## src/rtl/p2s_ctrl_pkg.sv

```systemverilog
// Shared state encoding and counter-width helper for the serial framer.
// The GUARD state is only reachable when the block is built with P2S_GUARD_EN.
package p2s_ctrl_pkg;

   typedef enum logic [1:0] {
      S_IDLE  = 2'd0,
      S_SHIFT = 2'd1,
      S_WAIT  = 2'd2,
      S_GUARD = 2'd3
   } state_e;

   // A counter over n states never needs fewer than one bit.
   function automatic int cnt_w(input int n);
      return (n <= 1) ? 1 : $clog2(n);
   endfunction

endpackage

```

## src/rtl/p2s_shift_unit.sv

```systemverilog
// MSB-first WIDTH-bit shift register with bit position counter.
// It holds its contents whenever neither load nor advance is asserted, which gives the stall hold.
module p2s_shift_unit
   import p2s_ctrl_pkg::*;
#(
   parameter int WIDTH = 2
) (
   input  logic             clk_i,
   input  logic             rst_i,
   input  logic             load_i,
   input  logic             adv_i,
   input  logic [WIDTH-1:0] data_i,
   output logic             bit_o,
   output logic             first_o,
   output logic             last_o
);

   localparam int BW = cnt_w(WIDTH);
   localparam logic [BW-1:0] BIT_LAST = BW'(WIDTH - 1);

   logic [WIDTH-1:0] sreg_q, sreg_d;
   logic [BW-1:0]    bcnt_q, bcnt_d;

   // Load wins over advance: a new symbol arrives on the same edge as the last-bit handshake.
   always_comb begin
      sreg_d = sreg_q;
      bcnt_d = bcnt_q;
      if (load_i) begin
         sreg_d = data_i;
         bcnt_d = {BW{1'b0}};
      end else if (adv_i) begin
         sreg_d = {sreg_q[WIDTH-2:0], 1'b0};
         bcnt_d = (bcnt_q == BIT_LAST) ? {BW{1'b0}} : bcnt_q + BW'(1'b1);
      end else begin
         sreg_d = sreg_q;
         bcnt_d = bcnt_q;
      end
   end

   // Shift register and bit counter state.
   always_ff @(posedge clk_i or posedge rst_i) begin
      if (rst_i) begin
         sreg_q <= {WIDTH{1'b0}};
         bcnt_q <= {BW{1'b0}};
      end else begin
         sreg_q <= sreg_d;
         bcnt_q <= bcnt_d;
      end
   end

   assign bit_o   = sreg_q[WIDTH-1];
   assign first_o = (bcnt_q == {BW{1'b0}});
   assign last_o  = (bcnt_q == BIT_LAST);

endmodule

```

## src/rtl/p2s_frame_ctrl.sv

```systemverilog
// Parallel-to-serial scheduler and framer: symbols in over valid/ready, bits out MSB-first with SOF/EOF.
// Define P2S_GUARD_EN to append GUARD_BITS zero bits after every frame.
module p2s_frame_ctrl
   import p2s_ctrl_pkg::*;
#(
   parameter int WIDTH      = 2,
   parameter int FRAME_SYMS = 4,
   parameter int GUARD_BITS = 3,
   parameter int FCNT_W     = 16
) (
   input  logic              clk_sig,
   input  logic              reset_sig,
   input  logic              in_valid,
   output logic              in_ready,
   input  logic [WIDTH-1:0]  in_data,
   output logic              ser_valid,
   input  logic              ser_ready,
   output logic              ser_data,
   output logic              ser_sof,
   output logic              ser_eof,
   output logic              underrun,
   output logic [FCNT_W-1:0] frame_cnt
);

   localparam int SW = cnt_w(FRAME_SYMS);
   localparam logic [SW-1:0] SYM_LAST = SW'(FRAME_SYMS - 1);
`ifdef P2S_GUARD_EN
   localparam int GW = cnt_w(GUARD_BITS);
   localparam logic [GW-1:0] GUARD_LAST = GW'(GUARD_BITS - 1);
   logic [GW-1:0] guard_q;
`endif

   state_e            state_q;
   logic [SW-1:0]     sym_q;
   logic [FCNT_W-1:0] frame_q;
   logic              underrun_q;

   logic in_shift, last_hs, frame_end, accept;
   logic sh_bit, sh_first, sh_last;

   // Handshake decode; in_ready is forced low for as long as reset is held.
   always_comb begin
      in_shift  = (state_q == S_SHIFT);
      last_hs   = in_shift && sh_last && ser_ready;
      frame_end = last_hs && (sym_q == SYM_LAST);
`ifdef P2S_GUARD_EN
      in_ready  = !reset_sig && ((state_q == S_IDLE) || (state_q == S_WAIT) || (last_hs && !frame_end));
`else
      in_ready  = !reset_sig && ((state_q == S_IDLE) || (state_q == S_WAIT) || last_hs);
`endif
      accept    = in_valid && in_ready;
   end

   p2s_shift_unit #(
      .WIDTH (WIDTH)
   ) u_shift (
      .clk_i   (clk_sig),
      .rst_i   (reset_sig),
      .load_i  (accept),
      .adv_i   (in_shift && ser_ready),
      .data_i  (in_data),
      .bit_o   (sh_bit),
      .first_o (sh_first),
      .last_o  (sh_last)
   );

   // Frame FSM with symbol/frame counters and the registered underrun pulse.
   always_ff @(posedge clk_sig or posedge reset_sig) begin
      if (reset_sig) begin
         state_q    <= S_IDLE;
         sym_q      <= {SW{1'b0}};
         frame_q    <= {FCNT_W{1'b0}};
         underrun_q <= 1'b0;
`ifdef P2S_GUARD_EN
         guard_q    <= {GW{1'b0}};
`endif
      end else begin
         underrun_q <= last_hs && !frame_end && !in_valid;
         if (last_hs) begin
            sym_q <= frame_end ? {SW{1'b0}} : sym_q + SW'(1'b1);
         end
         if (frame_end) begin
            frame_q <= frame_q + FCNT_W'(1'b1);
         end
         case (state_q)
            S_IDLE, S_WAIT: begin
               if (accept) begin
                  state_q <= S_SHIFT;
               end
            end
            S_SHIFT: begin
               if (last_hs) begin
                  if (accept) begin
                     state_q <= S_SHIFT;
                  end else if (frame_end) begin
`ifdef P2S_GUARD_EN
                     state_q <= S_GUARD;
`else
                     state_q <= S_IDLE;
`endif
                  end else begin
                     state_q <= S_WAIT;
                  end
               end
            end
`ifdef P2S_GUARD_EN
            S_GUARD: begin
               if (ser_ready) begin
                  if (guard_q == GUARD_LAST) begin
                     guard_q <= {GW{1'b0}};
                     state_q <= S_IDLE;
                  end else begin
                     guard_q <= guard_q + GW'(1'b1);
                  end
               end
            end
`endif
            default: state_q <= S_IDLE;
         endcase
      end
   end

   // Guard bits are zero with valid high and no frame flags.
   assign ser_valid = in_shift || (state_q == S_GUARD);
   assign ser_data  = in_shift && sh_bit;
   assign ser_sof   = in_shift && sh_first && (sym_q == {SW{1'b0}});
   assign ser_eof   = in_shift && sh_last && (sym_q == SYM_LAST);
   assign underrun  = underrun_q;
   assign frame_cnt = frame_q;

endmodule
```

## config.mk

```make
export PLATFORM = sky130hd
export DESIGN_NAME = p2s_frame_ctrl
export DESIGN_NICKNAME = d
export VERILOG_FILES = /design/src/rtl/p2s_ctrl_pkg.sv /design/src/rtl/p2s_shift_unit.sv /design/src/rtl/p2s_frame_ctrl.sv
export SDC_FILE = /design/constraint.sdc
export NUM_CORES = 1
export LEC_CHECK = 0
export ABC_AREA = 1
export CORE_MARGIN = 8
export CORE_UTILIZATION = 60
export CTS_CLUSTER_DIAMETER = 200
export DETAILED_ROUTE_END_ITERATION = 12
export DONT_BUFFER_PORTS = 1
export PLACE_DENSITY = 0.86
export SYNTH_ARGS = -nofsm -noshare
export SYNTH_HDL_FRONTEND = slang
export SYNTH_SLANG_ARGS = --single-unit
```

## constraint.sdc

```tcl
create_clock -name clk_sig -period 3.5 [get_ports clk_sig]
set_input_delay 0.35 -clock clk_sig [delete_from_list [all_inputs] [get_ports clk_sig]]
set_output_delay 0.35 -clock clk_sig [all_outputs]
set_load 0.1 [all_outputs]
```

* Yosys cells after proc, flatten, opt, wreduce, memory -nomap -nowiden
Cells that the tools add are included.
Cells by class: $add $sub $neg 3, equal/unequal tests 6, muxes and demuxes 11, bitwise gates (word level) 1, reductions and logical operators 23
Operators by type and width (number):
- 16-bit by 1-bit adder with 16-bit output (second input constant) | 1
- 2-bit two-way mux | 7
- 1-bit logical AND | 12
- 2-bit == test (second input constant) | 3
- 2-bit zero test | 2
- 2-bit case mux with 2 select lines | 1
- 1-bit zero test | 3
- 1-bit logical OR | 3
- 1-bit two-way mux | 3
- 2-bit by 1-bit adder with 2-bit output (second input constant) | 1
- 2-bit by 1-bit == test with 1-bit output (second input constant) | 1
- 2-bit by 1-bit inequality test with 1-bit output (second input constant) | 1
- 2-bit inequality test (second input constant) | 1
- 2-bit AND reduction | 1
- 2-bit nonzero test | 1
- 2-bit OR reduction | 1
- 1-bit adder (second input constant) | 1
- 1-bit inverter | 1
Storage, ports and cells: register bits 24, input bits 6, output and inout bits 22

* Logic depth before layout (Yosys ltp)
Gate-level depths: netlist (run 1).
depth in word-level cells 9, gate-level depth with buffers 8, depth with buffers taken out 8

* Hierarchy
Synthesis (run 1) repeated with hierarchy kept, for this count alone.
Second synthesis, totals: cell total of the unflattened synthesis 182, area total of the unflattened synthesis 1340.0 um^2
By module, submodules not included:
- p2s_frame_ctrl | times used 1, cells each 165, area an instance 1206.2 um^2, sequential area each 525.5 um^2
- p2s_shift_unit | times used 1, cells each 17, area an instance 133.9 um^2, sequential area each 75.1 um^2

* Worst setup path before layout (run 1)
Ideal clock, no wire load.
path type register to register, from register state_q[0], to register u_shift.sreg_q[0], arrival time 2463 ps, path slack 962 ps, cell stages (with the launch flop) 7, period minus slack after synthesis 2538 ps, cells stage by stage dfrtp_1 > inv_1 > nor2_2 > nand3_2 > a21oi_1 > nand3_1 > nand2_1
On the way: word-level cells in the longest chain between the ends 7, elaborated cells on any way between the ends 12
Ends and longest elaborated chain:
- from (decl) | RTL line p2s_frame_ctrl.sv:33 | state_e state_q;
- from (signal assigned) | RTL line p2s_frame_ctrl.sv:70 | state_q <= S_IDLE;
- from (signal assigned) | RTL line p2s_frame_ctrl.sv:88 | state_q <= S_SHIFT;
- from (signal assigned) | RTL line p2s_frame_ctrl.sv:94 | state_q <= S_SHIFT;
- 2-bit by 1-bit == test with 1-bit output | RTL line p2s_frame_ctrl.sv:43 | in_shift = (state_q == S_SHIFT);
- 1-bit logical AND (2 in a row) | RTL line p2s_frame_ctrl.sv:44 | last_hs = in_shift && sh_last && ser_ready;
- 1-bit logical OR * | RTL line p2s_frame_ctrl.sv:49 | in_ready = !reset_sig && ((state_q == S_IDLE) || (state_q == S_WAIT) || last_hs);
- 1-bit logical AND * | RTL line p2s_frame_ctrl.sv:49
- net in_ready | RTL line p2s_frame_ctrl.sv:14 | output logic in_ready,
- 1-bit logical AND * | RTL line p2s_frame_ctrl.sv:51 | accept = in_valid && in_ready;
- 2-bit two-way mux / 2-bit nonzero test (equally long branches)
- to (signal assigned) | RTL line p2s_shift_unit.sv:43 | sreg_q <= {WIDTH{1'b0}};
- to (signal assigned) | RTL line p2s_shift_unit.sv:46 | sreg_q <= sreg_d;
- to (decl) | RTL line p2s_shift_unit.sv:21 | logic [WIDTH-1:0] sreg_q, sreg_d;
The timed path passes the listed nets; every way through them passes the cells marked *. A chain may end at the register's enable or synchronous reset.

* Final worst setup path (run 1)
from register state_q[0], to output in_ready
On the way: word-level cells in the longest chain between the ends 5, elaborated cells on any way between the ends 8
Ends and longest elaborated chain (RTL line):
- 2-bit by 1-bit == test with 1-bit output | p2s_frame_ctrl.sv:43
- 1-bit logical AND (2 in a row) | p2s_frame_ctrl.sv:44
- 1-bit logical OR * | p2s_frame_ctrl.sv:49
- 1-bit logical AND * | p2s_frame_ctrl.sv:49
- to (decl) | p2s_frame_ctrl.sv:14
Mark *: on every way between the ends. The rest lies on a longest branch, timed or not.

==> impl_summary.txt, run 1 <==
----------------------------------------------------
[Run status]
  Result of the run ... finished clean

[STA]
  Total setup violations reported at the end of the flow ... 0
  Skew final ... 3.05 ps
  Tightest slew margin relative to the limit ... 0.343
  Pins Over Slew Limit ... 0
  Final worst path period need ... 2210 ps
  Highest Clock Rate ... 452 MHz
  Final-layout setup total negative slack ... 0 ps
  Unrepaired setup endpoints after global routing ... no
  Number of failing hold endpoints at the final stage ... 0
  Slew at the pin closest to its max-slew limit ... 986 ps
  Period utilization ... 0.632

[Logic synthesis]
  Flip-flop and latch count after synthesis ... 24
  Number of enable-type register cells in the synthesized netlist ... 0
  Ys Warns ... 0
  Largest cells by area after synthesis ... dfrtp_1, nand2_1, nor2_1, inv_1, xor2_1
  Top cell type by total area after synthesis ... dfrtp_1
  Register area share after synthesis ... 0.452
  Average instance area after synthesis ... 7.54 sq um
  Synthesized cell area ... 1330 sq um
  Most frequently used cell type in the post-synthesis netlist ... nand2_1
  Commonest cells post-synth ... nand2_1, dfrtp_1, nor2_1, inv_1, nand3_1
  Distinct cell type count after synthesis ... 19
  Proportion of netlist area held by the largest area contributor ... 0.452
  Mapped Cells ... 176
  Synthesized net count ... 185
  Primary flip-flop cell chosen by synthesis mapping ... dfrtp_1
  Fraction of synthesis flops using an asynchronous set or reset pin ... 1.00

[Drt]
  Remaining DRCs ... 0
  Total Wirelength ... 3050 microns
  Routed len/inst ... 13.5 microns
  Antenna viol nets, final ... 0
  Drt first pass iters ... 4
  Average via count per standard cell ... 5.31
  Total number of vias ... 1200
  Violation count after the first detailed-routing iteration ... 26

[Global route]
  Overall routing resource usage ... 0.166
  Vias in the first global route ... 1310
  GRT overflow ... 0
  Global-route wire length before repair ... 5410 microns
  Number of antenna violations at the first check in global routing ... 0
  Largest net degree at the start of global routing ... 27

[Placed design]
  Number of I/O port buffers ... 0
  Detailed Place HPWL ... 2410 microns
  Area after detailed placement ... 1510 sq um
  Final GP Congestion ... 0.822
  Number of instances in the placed design ... 222

[Worst setup path]
  Number of buffers and inverters on the critical path ... 3
  Delay of the slowest cell on the worst path ... 350 ps
  Required time of the critical path ... 3150 ps
  Kind of start point of the critical path ... flop
  Top cell by count, worst path ... buf_4
  Data arrival time of the critical path ... 1860 ps
  Worst Setup Path Type ... reg2out
  Maximum fanout count along the critical path ... 6
  Series of cell instances along the critical path ... buf_4, inv_1, nor2_2, nand3_2, a21oi_2, buf_4
  Critical-path top delay cell ... dfrtp_1
  Critical Path End Type ... output port
  Cell family contributing the most delay on the critical path ... buffers and inverters

[Die]
  Y dimension of the die ... 63.0 microns
  Number of cell rows ... 17
  Number of top-level design ports ... 28
  Area enclosed by the die boundary ... 3970 sq um
  Effective utilization at floorplan ... 0.618
  Die Span X ... 63.0 microns
  Core outline area ... 2150 sq um

[Clock network]
  CTS tree ... yes
  CTS root buffer ... clkbuf_4
  CTS Buf Count ... 3
  CTS HTree Levels ... 1
  Total of cells resized after clock tree synthesis ... 0
  Clock-pin transition on the worst setup and hold timing paths ... 120 ps
  Clock network latency to the later pin of the worst-skew pair ... 310 ps
  Clock sink count ... 24
  Max clock buf depth ... 2

[Cells and area]
  Relative area change from synthesis to final layout ... 15.9%
  Final Cell Area ... 1540 sq um
  Final-stage net count ... 209
  Number of non-filler instances in the completed layout ... 226
  Antenna fix cells ... 0
  Share of final-layout standard cells stronger than drive strength 1 ... 0.162

[Hold path]
  Type of the worst min-delay path ... in2reg

[Job]
  Max_cap viols ... 0

[Power]
  Total power of the final layout ... 1.32 mW
  Worst IR Drop VDD ... 0.720 mV
  Power density cells ... 856 nW/um^2
  Static Leakage ... 0.809 nW

----------------------------------------------------
kinds of logic after synthesis:
kind of cell | after synthesis | share of synthesized area
buffers and inverters | 23 | 0.0716
AO/OA/AOI/OAI | 11 | 0.0415
XOR/XNOR | 10 | 0.0660
adder cells (fa/ha/maj) | 3 | 0.0283
flip-flops | 24 | 0.452
AND/OR/NAND/NOR | 105 | 0.340
power breakdown:
group / internal (mW) / switching [mW] / leakage (nW)
sequential: 0.351 / 0.105 / 0.308
clock: 0.0402 / 0.0782 / 0.0138
combinational: 0.153 / 0.590 / 0.487
total: 0.545 / 0.773 / 0.809
layer usage:
metal	up-vias	track usage	wire length [microns]
met4	0	0.111	78
met5	-	0	0
met3	8	0.0502	219
met1	565	0.156	1140
li1	590	-	-
met2	37	0.301	1620
flip-flops by register name, indices dropped and copies added (netlist names):
register        count
frame_cnt          16
state_q             2
sym_q               2
u_shift.last_o      1
u_shift.sreg_q      2
underrun            1
placed cells by master (no fill, tap or decap):
cell type	instances
nand2_4	1
buf_4	20
nand4_1	4
a21oi_2	1
ha_1	3
clkinv_2	1
xor2_1	8
inv_1	20
dfrtp_1	24
o21ai_0	10
clkbuf_4	3
nor2_4	2
nor2_2	3
nand3_2	1
nand2_1	62
nand3_1	11
or2_1	1
xnor2_1	2
nor2_1	20
dlygate4sd3_1	1
layout make-up:
type                    instances  area [sq um]
repair buffers                 21           160
multi-input cells             129           641
flip-flops and latches         24           601
clock buffers                   3          22.5
fillers                       173           609
inverters                      21          80.1
well taps                      28          35.0
through the flow:
stage | worst slack, ps | utilization | hold WS (ps)
after global placement | 1730 | 0.701 | 310
after CTS | 1280 | 0.716 | 73.5
after floorplan | 962 | - | 382
final | 1290 | 0.716 | 85.7
after global routing | 1200 | 0.716 | 62.2
after detailed placement | 1650 | 0.701 | 334
repair_timing:
item / CTS / global route
hold buffers: 1 / 0
endpoints found under the hold margin: 24 / 0
buffers inserted: 0 / 0
worst register-to-register path, cell delays in order (launching register included):
cell     delay [ps]
dfrtp_1        1010
nand2_1         170
nor2_1          140
nand2_1          80
o21ai_0         170
nand2_1          70
nand2_1          50
nand2_1          50
path summary, 6_finish.rpt:
kind / to / slack (ps) / depth (start not counted) / from
min reg2reg: u_shift.sreg_q[0]$_DFFE_PP0P_ / 520 / 2 / u_shift.sreg_q[0]$_DFFE_PP0P_
max in group asynchronous: state_q[1]$_DFFE_PP0P_ / 2730 / 3 / reset_sig
min in group asynchronous: u_shift.last_o$_DFFE_PP0P_ / 520 / 3 / reset_sig
max reg2reg: frame_cnt[15]$_DFFE_PP0P_ / 1670 / 7 / frame_cnt[12]$_DFFE_PP0P_
min: underrun$_DFF_PP0_ / 90 / 1 / in_valid
max: in_ready / 1290 / 6 / state_q[0]$_DFFE_PP0P_
Power figures use the tool's default switching activity.
==> run 2: changes to the inputs <==
--- a/config.mk
+++ b/config.mk
@@ -7,11 +7,11 @@
 export LEC_CHECK = 0
 export ABC_AREA = 1
 export CORE_MARGIN = 8
-export CORE_UTILIZATION = 60
+export CORE_UTILIZATION = 55
 export CTS_CLUSTER_DIAMETER = 200
 export DETAILED_ROUTE_END_ITERATION = 12
 export DONT_BUFFER_PORTS = 1
-export PLACE_DENSITY = 0.86
+export PLACE_DENSITY = 0.83
 export SYNTH_ARGS = -nofsm -noshare
 export SYNTH_HDL_FRONTEND = slang
 export SYNTH_SLANG_ARGS = --single-unit
==> constraint.sdc (replaced) <==
create_clock -name clk_sig -period 1.8 [get_ports clk_sig]
set_input_delay 0.18 -clock clk_sig [delete_from_list [all_inputs] [get_ports clk_sig]]
set_output_delay 0.18 -clock clk_sig [all_outputs]
set_load 0.1 [all_outputs]
==> impl_summary.txt, run 2 (synthesis results as in run 1) <==
----------------------------------------------------
[Clock network]
  CTS Buf Count ... 3
  Number of buffers inserted to repair setup after CTS ... 0
  CTS root buffer ... clkbuf_4
  Clock-pin transition on the worst setup and hold timing paths ... 130 ps
  CTS tree ... yes
  Clock sink count ... 24
  CTS HTree Levels ... 1
  Clock network latency to the later pin of the worst-skew pair ... 320 ps
  Max clock buf depth ... 2

[Cells and area]
  Final Cell Area ... 1640 sq um
  Top library cells by usage in the layout, fill and taps aside ... nand2_1, nor2_1, inv_1, dfrtp_1, buf_4
  Most common cell after layout, fill and taps aside ... nand2_1
  Largest register FFs ... 16
  Antenna fix cells ... 0
  Final-stage net count ... 214
  Share of final-layout standard cells stronger than drive strength 1 ... 0.191
  Relative area change from synthesis to final layout ... 23.4%

[Hold path]
  Worst hold stages ... 3
  Type of the worst min-delay path ... in2reg

[STA]
  Post-route setup slack ... 97.1 ps
  Total setup violations reported at the end of the flow ... 0
  Tightest slew margin relative to the limit ... 0.778
  Worst Hold Slack ... 15.1 ps
  Period utilization ... 0.946
  Number of failing hold endpoints at the final stage ... 0
  Unrepaired setup endpoints after global routing ... no
  Final worst path period need ... 1700 ps
  Pins Over Slew Limit ... 0
  Slew at the pin closest to its max-slew limit ... 334 ps
  Skew final ... 7.27 ps
  Highest Clock Rate ... 587 MHz

[Worst setup path]
  Required time of the critical path ... 1620 ps
  Maximum fanout count along the critical path ... 6
  Critical Path End Type ... output port
  Cell family contributing the most delay on the critical path ... flip-flops
  Critical-path top delay cell ... dfrtp_1
  Number of logic stages on the critical path including buffering ... 5
  Kind of start point of the critical path ... flop
  Number of buffers and inverters on the critical path ... 2
  Depth of the most critical reg-to-reg path ... 7
  Worst Setup Path Type ... reg2out
  Series of cell instances along the critical path ... inv_1, nor2_2, nand3_2, a21oi_4, buf_12
  Delay of the slowest cell on the worst path ... 400 ps
  Data arrival time of the critical path ... 1520 ps

[Power]
  Worst IR Drop VDD ... 1.44 mV
  Total power of the final layout ... 2.71 mW
  Static Leakage ... 0.840 nW
  Power density cells ... 1660 nW/um^2

[Placed design]
  Pre-CTS worst setup slack ... 351 ps
  Area after detailed placement ... 1570 sq um
  Detailed Place HPWL ... 2490 microns
  Final GP Congestion ... 0.859
  Number of I/O port buffers ... 0

[Drt]
  Antenna viol nets, final ... 0
  Total Wirelength ... 3210 microns
  Drt first pass iters ... 4
  Violation count after the first detailed-routing iteration ... 41
  Routed len/inst ... 13.7 microns
  Remaining DRCs ... 0
  Total number of vias ... 1196
  Average via count per standard cell ... 5.11

[Global route]
  Largest net degree at the start of global routing ... 19
  Overall routing resource usage ... 0.158
  Global-route wire length before repair ... 5350 microns
  GRT overflow ... 0
  Vias in the first global route ... 1291
  Number of antenna violations at the first check in global routing ... 0

[Die]
  Effective utilization at floorplan ... 0.556
  Y dimension of the die ... 65.1 microns
  Number of cell rows ... 18
  Area enclosed by the die boundary ... 4240 sq um
  Number of top-level design ports ... 28
  Core outline area ... 2390 sq um
  Die Span X ... 65.1 microns

[Job]
  Max_cap viols ... 0

[Run status]
  Result of the run ... finished clean

----------------------------------------------------
==> run 2: what timing repair did <==
| action | in CTS | in global routing |
|---|---|---|
| hold endpoints to repair | 8 | 0 |
| endpoints found under the setup margin | 0 | 1 |
| hold buffers | 3 | 0 |
| gates resized for setup | 0 | 1 |
==> run 2: worst paths after layout <==
check / startpoint / endpoint / slack (ps)
max reg2reg: frame_cnt[0]$_DFFE_PP0P_ / frame_cnt[8]$_DFFE_PP0P_ / 320
max in group asynchronous: reset_sig / frame_cnt[2]$_DFFE_PP0P_ / 1030
max: state_q[0]$_DFFE_PP0P_ / in_ready / 100
min reg2reg: u_shift.sreg_q[0]$_DFFE_PP0P_ / u_shift.sreg_q[0]$_DFFE_PP0P_ / 530
min: reset_sig / u_shift.sreg_q[0]$_DFFE_PP0P_ / 20
min in group asynchronous: reset_sig / u_shift.sreg_q[0]$_DFFE_PP0P_ / 220
==> run 2: layout make-up <==
type	count	area [sq um]
Clock buffer	4	26.3
Multi-Input combinational cell	129	648
Timing Repair Buffer	26	240
Fill cell	210	749
Sequential cell	24	606
Tap cell	30	37.5
Inverter	21	80.1
==> run 2: metal layers <==
| layer | track usage | part of all wire | vias to the layer above |
|---|---|---|---|
| met4 | 0.0954 | 0.027 | 0 |
| met1 | 0.146 | 0.38 | 555 |
| met3 | 0.0425 | 0.070 | 9 |
| met5 | 0 | 0 | - |
| li1 | - | - | 598 |
| met2 | 0.301 | 0.53 | 34 |
==> run 2: worst min-delay path, cell delays in order <==
cell and delay (ps):
a21oi_4 20, nand3_1 50, nand2_1 50
==> run 2: per-stage QoR <==
step           TNS [ps]  cells   util
2_1_floorplan      -189    176      -
3_3_place_gp          0    227  0.659
3_5_place_dp          0    227  0.659
4_1_cts               0    234  0.683
5_1_grt               0    234  0.686
6_report              0    234  0.686
==> run 2: where the power goes <==
part / leakage, nW / internal (mW) / switching [mW] / total, mW
clock network: 0.0150 / 0.0868 / 0.157 / 0.244
registers: 0.302 / 0.690 / 0.143 / 0.833
logic: 0.522 / 0.385 / 1.25 / 1.64
total: 0.840 / 1.16 / 1.55 / 2.71
==> run 3: changes to the inputs <==
--- a/config.mk
+++ b/config.mk
@@ -11,6 +11,7 @@
 export CTS_CLUSTER_DIAMETER = 200
 export DETAILED_ROUTE_END_ITERATION = 12
 export DONT_BUFFER_PORTS = 1
+export HOLD_SLACK_MARGIN = 0.1
 export PLACE_DENSITY = 0.83
 export SYNTH_ARGS = -nofsm -noshare
 export SYNTH_HDL_FRONTEND = slang
==> impl_summary.txt, run 3 (synthesis results as in run 1) <==
----------------------------------------------------
[Run status]
  Result of the run ... finished clean

[Cells and area]
  Sequential cell area ... 606 sq um
  Number of filler instances in the final layout ... 209
  Most common cell after layout, fill and taps aside ... nand2_1
  Antenna fix cells ... 0
  Share of final-layout standard cells stronger than drive strength 1 ... 0.190
  Final-stage net count ... 215
  Largest register FFs ... 16
  Area of combinational cells with multiple inputs ... 648 sq um
  Number of non-filler instances in the completed layout ... 235
  Top library cells by usage in the layout, fill and taps aside ... nand2_1, nor2_1, inv_1, dfrtp_1, buf_4
  Relative area change from synthesis to final layout ... 24.1%

[STA]
  Unrepaired setup endpoints after global routing ... no
  Highest Clock Rate ... 586 MHz
  Pins Over Slew Limit ... 0
  Slew at the pin closest to its max-slew limit ... 330 ps
  Total setup violations reported at the end of the flow ... 0
  Final worst path period need ... 1710 ps
  Tightest slew margin relative to the limit ... 0.780
  Period utilization ... 0.948
  Skew final ... 7.67 ps
  Post-route setup slack ... 94.4 ps
  Number of failing hold endpoints at the final stage ... 0
  Worst Hold Slack ... 91.0 ps

[Clock network]
  CTS HTree Levels ... 1
  CTS root buffer ... clkbuf_4
  Clock-pin transition on the worst setup and hold timing paths ... 130 ps
  CTS Buf Count ... 3
  CTS tree ... yes
  Max clock buf depth ... 2
  Clock sink count ... 24
  Number of buffers inserted to repair setup after CTS ... 0
  Clock network latency to the later pin of the worst-skew pair ... 320 ps

[Drt]
  Total number of vias ... 1208
  Total Wirelength ... 3240 microns
  Routed len/inst ... 13.8 microns
  Average via count per standard cell ... 5.14
  Violation count after the first detailed-routing iteration ... 37
  Remaining DRCs ... 0
  Antenna viol nets, final ... 0
  Drt first pass iters ... 4

[Worst setup path]
  Worst Setup Path Type ... reg2out
  Critical Path End Type ... output port
  Data arrival time of the critical path ... 1530 ps
  Required time of the critical path ... 1620 ps
  Maximum fanout count along the critical path ... 6
  Kind of start point of the critical path ... flop

[Placed design]
  Number of instances in the placed design ... 227
  Final GP Congestion ... 0.859
  Pre-CTS worst setup slack ... 351 ps
  Number of I/O port buffers ... 0
  Detailed Place HPWL ... 2490 microns

[Global route]
  Largest net degree at the start of global routing ... 19
  Number of antenna violations at the first check in global routing ... 0
  Overall routing resource usage ... 0.160
  Vias in the first global route ... 1305
  GRT overflow ... 0
  Global-route wire length before repair ... 5430 microns

[Die]
  Area enclosed by the die boundary ... 4240 sq um
  Y dimension of the die ... 65.1 microns
  Number of top-level design ports ... 28
  Effective utilization at floorplan ... 0.556
  Core outline area ... 2390 sq um
  Number of cell rows ... 18
  Die Span X ... 65.1 microns

[Hold path]
  Type of the worst min-delay path ... in2reg

[Job]
  Max_cap viols ... 0

[Power]
  Static Leakage ... 0.844 nW
  Worst IR Drop VDD ... 1.44 mV
  Power density cells ... 1650 nW/um^2

----------------------------------------------------
[run 3: cell types whose count changed in the layout (fill, tap and decap cells not counted), sizes merged]
cell and delta:
dlygate4sd3 +1
[run 3: cell type report]
type                    instances  area share
repair buffers                 27       0.152
flip-flops and latches         24       0.368
clock buffers                   4      0.0159
well taps                      30      0.0228
inverters                      21      0.0486
multi-input cells             129       0.393
[run 3: power by group]
| group | leakage [nW] | switching [mW] | internal (mW) |
|---|---|---|---|
| logic | 0.526 | 1.25 | 0.386 |
| clock network | 0.0150 | 0.158 | 0.0869 |
| registers | 0.302 | 0.143 | 0.690 |
| total | 0.844 | 1.56 | 1.16 |
[run 3: worst max-delay path, cell delays in order, from the launching register on]
cell and delay [ps]:
dfrtp_1 400, inv_1 70, nor2_2 150, nand3_2 190, a21oi_4 200, buf_12 190
[run 3: routing by layer]
| layer | GRT usage | vias to the layer above | wire, microns |
|---|---|---|---|
| met4 | 0.0981 | 0 | 91 |
| li1 | - | 601 | - |
| met5 | 0 | - | 0 |
| met3 | 0.0408 | 9 | 213 |
| met1 | 0.150 | 562 | 1240 |
| met2 | 0.303 | 36 | 1690 |
[run 3: timing repair]
| item | in CTS | in global routing |
|---|---|---|
| hold buffers | 4 | 0 |
| endpoints found under the hold margin | 31 | 0 |
| gates resized for setup | 0 | 1 |
| setup endpoints to repair | 0 | 1 |
[run 3: worst paths after layout]
kind,start,depth (start not counted),to,slack [ps]
setup reg to reg,frame_cnt[0]$_DFFE_PP0P_,7,frame_cnt[8]$_DFFE_PP0P_,320
min in group asynchronous,reset_sig,2,u_shift.sreg_q[1]$_DFFE_PP0P_,300
setup / recovery,state_q[0]$_DFFE_PP0P_,5,in_ready,90
hold / removal,in_data[1],4,u_shift.sreg_q[1]$_DFFE_PP0P_,90
hold reg to reg,u_shift.sreg_q[0]$_DFFE_PP0P_,2,u_shift.sreg_q[0]$_DFFE_PP0P_,530
max in group asynchronous,reset_sig,3,frame_cnt[2]$_DFFE_PP0P_,940
[run 3: through the flow]
stage / utilization / cell area [sq um] / setup TNS, ps / power (mW)
after global routing: 0.690 / 1650 / 0 / 2.86
after global placement: 0.659 / 1570 / 0 / 2.40
after detailed placement: 0.659 / 1570 / 0 / 2.46
after floorplan: - / 1340 / -189 / 2.05
final: 0.690 / 1650 / 0 / 2.72
after CTS: 0.687 / 1640 / 0 / 2.72
